File: src/rtl/scale_mux_pkg.sv
// Shared types, constants and helpers for the scale_mux family.
// Latency: n/a (package only).
// Backpressure: n/a (package only).
// Contents: smux_mode_e selection mode, ERR_CNT_W illegal-select counter
// width, sel_legal() select legality check.
package scale_mux_pkg;

  typedef enum logic [0:0] {
    SMUX_FIXED = 1'b0,
    SMUX_RR    = 1'b1
  } smux_mode_e;

  localparam int ERR_CNT_W = 16;

  // A select is legal when it is fully known and addresses an existing
  // channel. Synthesis sees only the range check; X/Z cannot exist there.
  function automatic logic sel_legal(input logic [31:0] sel, input int unsigned nch);
    logic ok;
    ok = (sel < nch);
`ifndef SYNTHESIS
    if ($isunknown(sel)) ok = 1'b0;
`endif
    return ok;
  endfunction

endpackage

File: src/rtl/scale_mux_rr_arb.sv
// Round-robin arbiter: grants the first requester after the last winner.
// Latency: grant is combinational from req/ptr; ptr updates on the edge after advance.
// Backpressure: ptr only moves on advance, so an unaccepted grant is held.
// Ports: clk, rst_n (async, active-low), req[NCH], advance (transfer taken)
//        -> grant[NCH] one-hot or zero, grant_idx, ptr (last winner).
module scale_mux_rr_arb
  import scale_mux_pkg::*;
#(
  parameter int NCH  = 4,
  parameter int SELW = $clog2(NCH)
) (
  input  logic            clk,
  input  logic            rst_n,
  input  logic [NCH-1:0]  req,
  input  logic            advance,
  output logic [NCH-1:0]  grant,
  output logic [SELW-1:0] grant_idx,
  output logic [SELW-1:0] ptr
);

  logic            found;
  logic [SELW-1:0] cand;

  // Search ptr+1, ptr+2, ... wrapping modulo NCH; ptr itself is checked last.
  always_comb begin
    grant     = '0;
    grant_idx = '0;
    found     = 1'b0;
    cand      = '0;
    for (int i = 1; i <= NCH; i++) begin
      cand = SELW'((int'(ptr) + i) % NCH);
      if (!found && req[cand]) begin
        found       = 1'b1;
        grant[cand] = 1'b1;
        grant_idx   = cand;
      end
    end
  end

  // Reset to NCH-1 so the first search after reset starts at channel 0.
  always_ff @(posedge clk or negedge rst_n) begin
    if (!rst_n) begin
      ptr <= SELW'(NCH - 1);
    end else if (advance) begin
      ptr <= grant_idx;
    end
  end

endmodule

File: src/rtl/scale_mux_pipe.sv
// N-channel valid/ready mux (fixed sel or round-robin) into a one-deep output register.
// Latency: 1 cycle from input handshake to out_valid; full throughput, no bubble on drain+load.
// Backpressure: in_ready only when the output register is empty or draining; one-hot or zero.
// Ports: clk, rst_n (async, active-low); in_valid[NCH], in_data[NCH*WIDTH] (ch c at
//        [c*WIDTH +: WIDTH]), in_ready[NCH]; sel (MODE 0); out_valid, out_data, out_ch, out_ready.
// Optional (macro SCALE_MUX_SELCHK_EN): sel_err illegal-select pulse, err_cnt saturating count.
module scale_mux_pipe
  import scale_mux_pkg::*;
#(
  parameter int WIDTH = 8,
  parameter int NCH   = 4,
  parameter int MODE  = 0,
  parameter int SELW  = $clog2(NCH)
) (
  input  logic                 clk,
  input  logic                 rst_n,
  input  logic [NCH-1:0]       in_valid,
  input  logic [NCH*WIDTH-1:0] in_data,
  output logic [NCH-1:0]       in_ready,
  input  logic [SELW-1:0]      sel,
  output logic                 out_valid,
  output logic [WIDTH-1:0]     out_data,
  output logic [SELW-1:0]      out_ch,
  input  logic                 out_ready
`ifdef SCALE_MUX_SELCHK_EN
  ,
  output logic                 sel_err,
  output logic [ERR_CNT_W-1:0] err_cnt
`endif
);

  localparam smux_mode_e MODE_E = (MODE == 1) ? SMUX_RR : SMUX_FIXED;

  logic            accept;
  logic            sel_ok;
  logic            xfer;
  logic [NCH-1:0]  fix_rdy;
  logic [NCH-1:0]  rr_grant;
  logic [SELW-1:0] rr_idx;
  logic [SELW-1:0] xfer_idx;
  logic [NCH-1:0]  rdy_sel;

  // Register can take a word if empty or if its current word leaves this cycle.
  assign accept = !out_valid || out_ready;
  assign sel_ok = sel_legal(32'(sel), NCH);

  always_comb begin
    fix_rdy = '0;
    if (accept && sel_ok) fix_rdy[sel] = 1'b1;
  end

  generate
    if (MODE_E == SMUX_RR) begin : g_rr
      logic [SELW-1:0] rr_ptr;
      scale_mux_rr_arb #(
        .NCH  (NCH),
        .SELW (SELW)
      ) u_arb (
        .clk       (clk),
        .rst_n     (rst_n),
        .req       (in_valid),
        .advance   (xfer),
        .grant     (rr_grant),
        .grant_idx (rr_idx),
        .ptr       (rr_ptr)
      );
    end else begin : g_fixed
      assign rr_grant = '0;
      assign rr_idx   = '0;
    end
  endgenerate

  assign rdy_sel  = (MODE_E == SMUX_RR) ? (accept ? rr_grant : '0) : fix_rdy;
  // Reset holds out_valid low, which would otherwise make accept true.
  assign in_ready = rst_n ? rdy_sel : '0;
  assign xfer     = |(in_ready & in_valid);
  assign xfer_idx = (MODE_E == SMUX_RR) ? rr_idx : sel;

  always_ff @(posedge clk or negedge rst_n) begin
    if (!rst_n) begin
      out_valid <= 1'b0;
      out_data  <= '0;
      out_ch    <= '0;
    end else if (xfer) begin
      out_valid <= 1'b1;
      out_data  <= in_data[int'(xfer_idx)*WIDTH +: WIDTH];
      out_ch    <= xfer_idx;
    end else if (out_ready) begin
      // Drain without reload: payload holds its last value.
      out_valid <= 1'b0;
    end
  end

`ifdef SCALE_MUX_SELCHK_EN
  logic bad_sel;
  assign bad_sel = (MODE_E == SMUX_FIXED) && accept && !sel_ok;

  always_ff @(posedge clk or negedge rst_n) begin
    if (!rst_n) begin
      sel_err <= 1'b0;
      err_cnt <= '0;
    end else begin
      sel_err <= bad_sel;
      if (bad_sel && (err_cnt != {ERR_CNT_W{1'b1}})) err_cnt <= err_cnt + ERR_CNT_W'(1);
    end
  end
`endif

endmodule

File: config.mk
export PLATFORM = sky130hd
export DESIGN_NAME = scale_mux_pipe
export DESIGN_NICKNAME = d
export VERILOG_FILES = /design/src/rtl/scale_mux_pkg.sv /design/src/rtl/scale_mux_rr_arb.sv /design/src/rtl/scale_mux_pipe.sv
export SDC_FILE = /design/constraint.sdc
export NUM_CORES = 1
export LEC_CHECK = 0
export BUFFER_PORTS_ARGS = -buffer_cell sky130_fd_sc_hd__buf_2
export CAP_MARGIN = 20
export CORE_MARGIN = 2
export CORE_UTILIZATION = 40
export DETAILED_ROUTE_END_ITERATION = 12
export PLACE_DENSITY = 0.8
export SLEW_MARGIN = 20
export SYNTH_ARGS = -nofsm -noshare
export SYNTH_HDL_FRONTEND = slang
export SYNTH_SLANG_ARGS = --single-unit
File: constraint.sdc
create_clock -name clk -period 1.51 [get_ports clk]
set_input_delay 0.0755 -clock clk [delete_from_list [all_inputs] [get_ports clk]]
set_output_delay 0.0755 -clock clk [all_outputs]
set_load 0.01 [all_outputs]
Word-level counts from Yosys, hierarchy flattened
Cells that the tools add are included.
- bitwise logic cells: 1
- order comparisons: 2
- mux-type cells: 6
- reductions and logical operators: 5
- shift-type cells: 1
- operators by type and width (kind ; count):
    $shiftx 32x6->8 ; 1
    $mux 4 ; 2
    $and 4x4->4 ; 1
    $reduce_or 4->1 ; 1
    $lt 2x3->1 const B ; 1
    $mux 1 ; 3
    $demux 1 s2 ; 1
    $ge 2x1->1 const B ; 1
    $reduce_bool 2->1 ; 1
    $logic_and 1x1->1 ; 1
    $logic_not 1->1 ; 1
    $logic_or 1x1->1 ; 1
- logic and storage cells: 18
- bits of input ports: 41
- output and inout bits: 15
- register bits after elaboration: 11

Longest topological paths before layout
- depth after elaboration: 9
- mapped depth: 5
- depth with buffers taken out: 3

Least setup slack after synthesis
OpenSTA, ideal clock, no wires.
- path type: register to register
- from: register out_valid
- to: register out_data[0]
- period minus slack after synthesis: 1.314 ns
- path slack: 0.196 ns
- required time: 1.385 ns
- arrival: 1.189 ns
- setup time: 0.125 ns
- cell stages (with the launch flop): 5
- cell sequence: dfrtp_1 > nand2b_1 > clkbuf_1 > nand3_4 > mux2_2
- longest elaborated chain between the ends: 6
- RTL lines (item ; line ; RTL):
    start: declaration ; scale_mux_pipe.sv:21 ; output logic out_valid,
    start signal: assignment ; scale_mux_pipe.sv:81 ; out_valid <= 1'b0;
    start signal: assignment ; scale_mux_pipe.sv:85 ; out_valid <= 1'b1;
    start signal: assignment ; scale_mux_pipe.sv:90 ; out_valid <= 1'b0;
    $logic_not 1->1 ; scale_mux_pipe.sv:44 ; assign accept = !out_valid || out_ready;
    $logic_or 1x1->1 ; scale_mux_pipe.sv:44 ;
    $mux 4 ; scale_mux_pipe.sv:49 ; if (accept && sel_ok) fix_rdy[sel] = 1'b1;
    $mux 4 ; scale_mux_pipe.sv:75 ; assign in_ready = rst_n ? rdy_sel : '0;
    $and 4x4->4 ; scale_mux_pipe.sv:76 ; assign xfer = |(in_ready & in_valid);
    $reduce_or 4->1 ; scale_mux_pipe.sv:76 ;
    end signal: assignment ; scale_mux_pipe.sv:86 ; out_data <= in_data[int'(xfer_idx)*WIDTH +: WIDTH];
    end: declaration ; scale_mux_pipe.sv:22 ; output logic [WIDTH-1:0] out_data,
Every way passes these cells.
A chain may end at the register's enable or synchronous reset.

Worst setup path after layout
- from: input rst_n
- to: output in_ready[2]
- longest elaborated chain between the ends: 1
- RTL lines (item ; line ; RTL):
    start: declaration ; scale_mux_pipe.sv:16 ; input logic rst_n,
    $mux 4 ; scale_mux_pipe.sv:75 ;
    end: declaration ; scale_mux_pipe.sv:19 ; output logic [NCH-1:0] in_ready,
Every way passes these cells.

==> results.py <==
metrics = {
    "power": {
        "worst_ir_drop_vdd_mv": 0.368,
        "total_leakage_power_nw": 0.567,
        "powerDensity_mw_per_mm2": 854,
    },
    "finish": {
        "layout.cell_area.non_filler_mm2": 0.00112,
        "areaGrowthSynthToFinish_pct": 43.4,
        "final_net_count": 152,
        "total_inserted_antenna_cells": 0,
        "final_core_utilization_pct": 62.9,
        "drive_gt1_share_pct": 70.9,
    },
    "synth": {
        "netlist_instances": 53,
        "yosys-mux-area-fraction_pct": 47.0,
        "synth-xor-area-share_pct": 0,
        "synth_seq_cells": 11,
        "post-synth-top-area-fraction_pct": 35.2,
        "largest_family_of_logic_cells_by_synthesized_area": "multiplexers",
        "synth_simple_gate_area_share_pct": 8.16,
        "yosys.area.top_type": "sky130_fd_sc_hd__dfrtp_1",
        "synth.top_cells.by_area": "sky130_fd_sc_hd__dfrtp_1 35%, sky130_fd_sc_hd__mux4_1 27%, sky130_fd_sc_hd__mux2_2 17%",
        "ys_seq_area_share_pct": 35.2,
        "synth_compound_area_share_pct": 4.32,
        "synth-adder-area-share_pct": 0,
        "postSynthNetCount": 94,
        "synthesis.yosys.warnings": 0,
        "syn_area_um2": 782,
        "synth_area_per_cell_um2": 14.8,
        "count_of_cell_types_in_the_netlist": 18,
    },
    "flow_run": {
        "cap_viol_max_count": 0,
    },
    "worst_setup_path": {
        "critPathArrivalTime_ns": 1.30,
        "critical_path.max_fanout": 18,
        "timing.critical_path.cells": "dlygate4sd3_1 -> clkbuf_4 -> nand2_1 -> nor3_1 -> buf_2",
        "beginning_of_the_worst_register_to_register_path": "out_valid",
        "crit_path_top_delay_cell": "sky130_fd_sc_hd__dlygate4sd3_1",
        "cp-startpoint": "rst_n",
        "type_of_origin_of_the_critical_path": "input pin",
        "critical_path.max_stage_delay_ns": 0.52,
        "cp_top_family": "buffers and inverters",
        "worst-setup-path-type": "input pin to primary output",
        "end_kind": "primary output",
        "data_required_critical_path_ns": 1.43,
        "critical_path_buf_inv_count": 3,
    },
    "placement": {
        "place_area_mm2": 0.00108,
        "dpl_worst_slack_ns": 0.116,
        "globalplace.congestion": 0.701,
        "numPortBuffers": 55,
        "hpwl_um": 1570,
    },
    "timing": {
        "final_period_minus_worst_setup_slack_ns": 1.37,
        "totalNegativeSetupSlack_ns": 0,
        "fmax_mhz": 728,
        "hold-worst-slack_ns": 0.201,
        "postLayoutSetupSlackWorst_ns": 0.137,
        "final_min_period_over_clock_period_pct": 90.9,
        "maxSlewViolCount": 0,
        "timing.max_slew.rel_slack_pct": 84.8,
        "grt_setup_unrepaired": "no",
        "clock_skew_ns": 0.000240,
        "max_slew.worst_pin.slew_ns": 0.229,
        "final_hold_viol_count": 0,
        "final-setup-viol-count": 0,
    },
    "status": {
        "status": "completed",
    },
    "floorplan": {
        "initial_core_util_pct": 43.9,
        "floorplan.die.height_um": 48.2,
        "die_outline_width_um": 48.2,
        "floorplan.rows": 15,
        "core_region_area_mm2": 0.00178,
        "fp.dieArea_mm2": 0.00232,
        "boundaryPins": 56,
    },
    "clock_tree": {
        "htreeDepth": 1,
        "clock_sink_count": 11,
        "cts.reportedPaths.clkPinSlew_ns": 0.06,
        "postCtsSetupBuffers": 0,
        "cts_root_buffer": "sky130_fd_sc_hd__clkbuf_4",
        "tritoncts.num_buffers": 3,
        "clk-insertion-delay-late_ns": 0.26,
        "cts_tree": "built",
        "maximum_buffer_depth_of_the_clock_tree": 2,
    },
    "global_routing": {
        "grt.total_usage_pct": 17.7,
        "grt_overflow": 0,
        "global_route_wire_length_before_repair_um": 2740,
        "antenna_found_initial": 0,
        "vias_in_the_first_global_route": 671,
        "maximum_number_of_pins_on_one_net_before_global_route_repair": 19,
    },
    "route": {
        "route.detailed.drc": 0,
        "post_drt_via_cell_ratio": 5.30,
        "detailedRoute.firstPassIterationCount": 4,
        "drt_wl_total_um": 1850,
        "final_antenna_net_count": 0,
        "wire_length_per_cell_um": 13.7,
        "initialDrtViolationCount": 10,
        "via_count": 716,
    },
    "hold_path": {
        "worstHoldPathType": "input pin to flop",
        "min-delay-start": "out_ready",
    },
}
synth_stat cells:
master	n
sky130_fd_sc_hd__a22o_2	1
sky130_fd_sc_hd__a31o_2	1
sky130_fd_sc_hd__a31oi_1	1
sky130_fd_sc_hd__buf_6	1
sky130_fd_sc_hd__buf_8	1
sky130_fd_sc_hd__clkbuf_1	3
sky130_fd_sc_hd__dfrtp_1	11
sky130_fd_sc_hd__inv_1	1
sky130_fd_sc_hd__mux2_2	12
sky130_fd_sc_hd__mux4_1	8
sky130_fd_sc_hd__mux4_2	1
sky130_fd_sc_hd__nand2_1	2
sky130_fd_sc_hd__nand2b_1	1
sky130_fd_sc_hd__nand3_1	3
sky130_fd_sc_hd__nand3_4	1
sky130_fd_sc_hd__nor2_1	2
sky130_fd_sc_hd__nor3_1	2
sky130_fd_sc_hd__o2bb2ai_1	1
cell families after synthesis:
kind of cell / after synthesis
DFF: 11
muxes: 21
AOI/OAI and AO/OA: 4
and+or+nand+nor: 11
buffers and inverters: 6
power by group:
group | switching [mW] | internal [mW] | total [mW]
Sequential | 0.0391 | 0.369 | 0.408
Clock | 0.0904 | 0.0978 | 0.188
Combinational | 0.155 | 0.207 | 0.362
final timing paths:
check	to	slack, ns	depth (start not counted)
setup / recovery	in_ready[2]	0.14	5
hold / removal	out_valid	0.20	3
setup reg to reg	out_data[5]	0.35	3
hold reg to reg	out_data[6]	0.51	1
max in group asynchronous	out_ch[0]	1.08	2
min in group asynchronous	out_data[0]	0.24	2
metal layers:
metal / track usage [%] / routed length (µm) / up-vias
li1: - / - / 332
met1: 18.1 / 720 / 351
met2: 34.7 / 996 / 31
met5: 0 / 0 / -
met4: 8.11 / 17 / 0
met3: 2.22 / 111 / 2
layout make-up:
class                   count  area (µm²)
flip-flops and latches     11         275
clock buffers               3        22.5
well taps                  25        31.3
multi-input cells          36         468
repair buffers             58         315
fillers                   147         662
inverters                   1        3.75
clock inverters             1        5.00
flip-flops by register name (all words and copies together) (netlist names):
| register | flops |
|---|---|
| out_ch | 2 |
| out_valid | 1 |
| out_data | 8 |
worst reg2reg max path, stage by stage (launching register included):
cell and delay (ns):
sky130_fd_sc_hd__dfrtp_1 0.36, sky130_fd_sc_hd__nand2b_2 0.14, sky130_fd_sc_hd__nand3_4 0.18, sky130_fd_sc_hd__mux2_2 0.36
repair_timing:
action	in CTS	in global routing
setup endpoints to repair	0	4
gates resized for setup	0	2
hold buffers	1	0
endpoints found under the hold margin	11	0
metrics by stage:
step / instances / power (mW)
after floorplan: 53 / 0.612
after global placement: 130 / 0.761
after detailed placement: 130 / 0.776
after CTS: 135 / 0.970
after global routing: 135 / 1.02
final: 135 / 0.958
layout by cell type, fill, tap and decap left out:
cell                            count
sky130_fd_sc_hd__nand2b_2           1
sky130_fd_sc_hd__clkbuf_4           4
sky130_fd_sc_hd__a22o_2             1
sky130_fd_sc_hd__a31o_2             1
sky130_fd_sc_hd__mux4_1             8
sky130_fd_sc_hd__clkinv_2           1
sky130_fd_sc_hd__nor2_1             2
sky130_fd_sc_hd__dfrtp_1           11
sky130_fd_sc_hd__o2bb2ai_1          1
sky130_fd_sc_hd__buf_2             54
sky130_fd_sc_hd__dlygate4sd3_1      1
sky130_fd_sc_hd__nor3_1             2
sky130_fd_sc_hd__mux2_2            12
sky130_fd_sc_hd__a31oi_1            1
sky130_fd_sc_hd__buf_4              1
sky130_fd_sc_hd__inv_1              1
sky130_fd_sc_hd__nand3_4            1
sky130_fd_sc_hd__nand2_1            2
sky130_fd_sc_hd__nand3_1            3
sky130_fd_sc_hd__mux4_2             1
sky130_fd_sc_hd__buf_12             1
(Power assumes the default switching activity.)
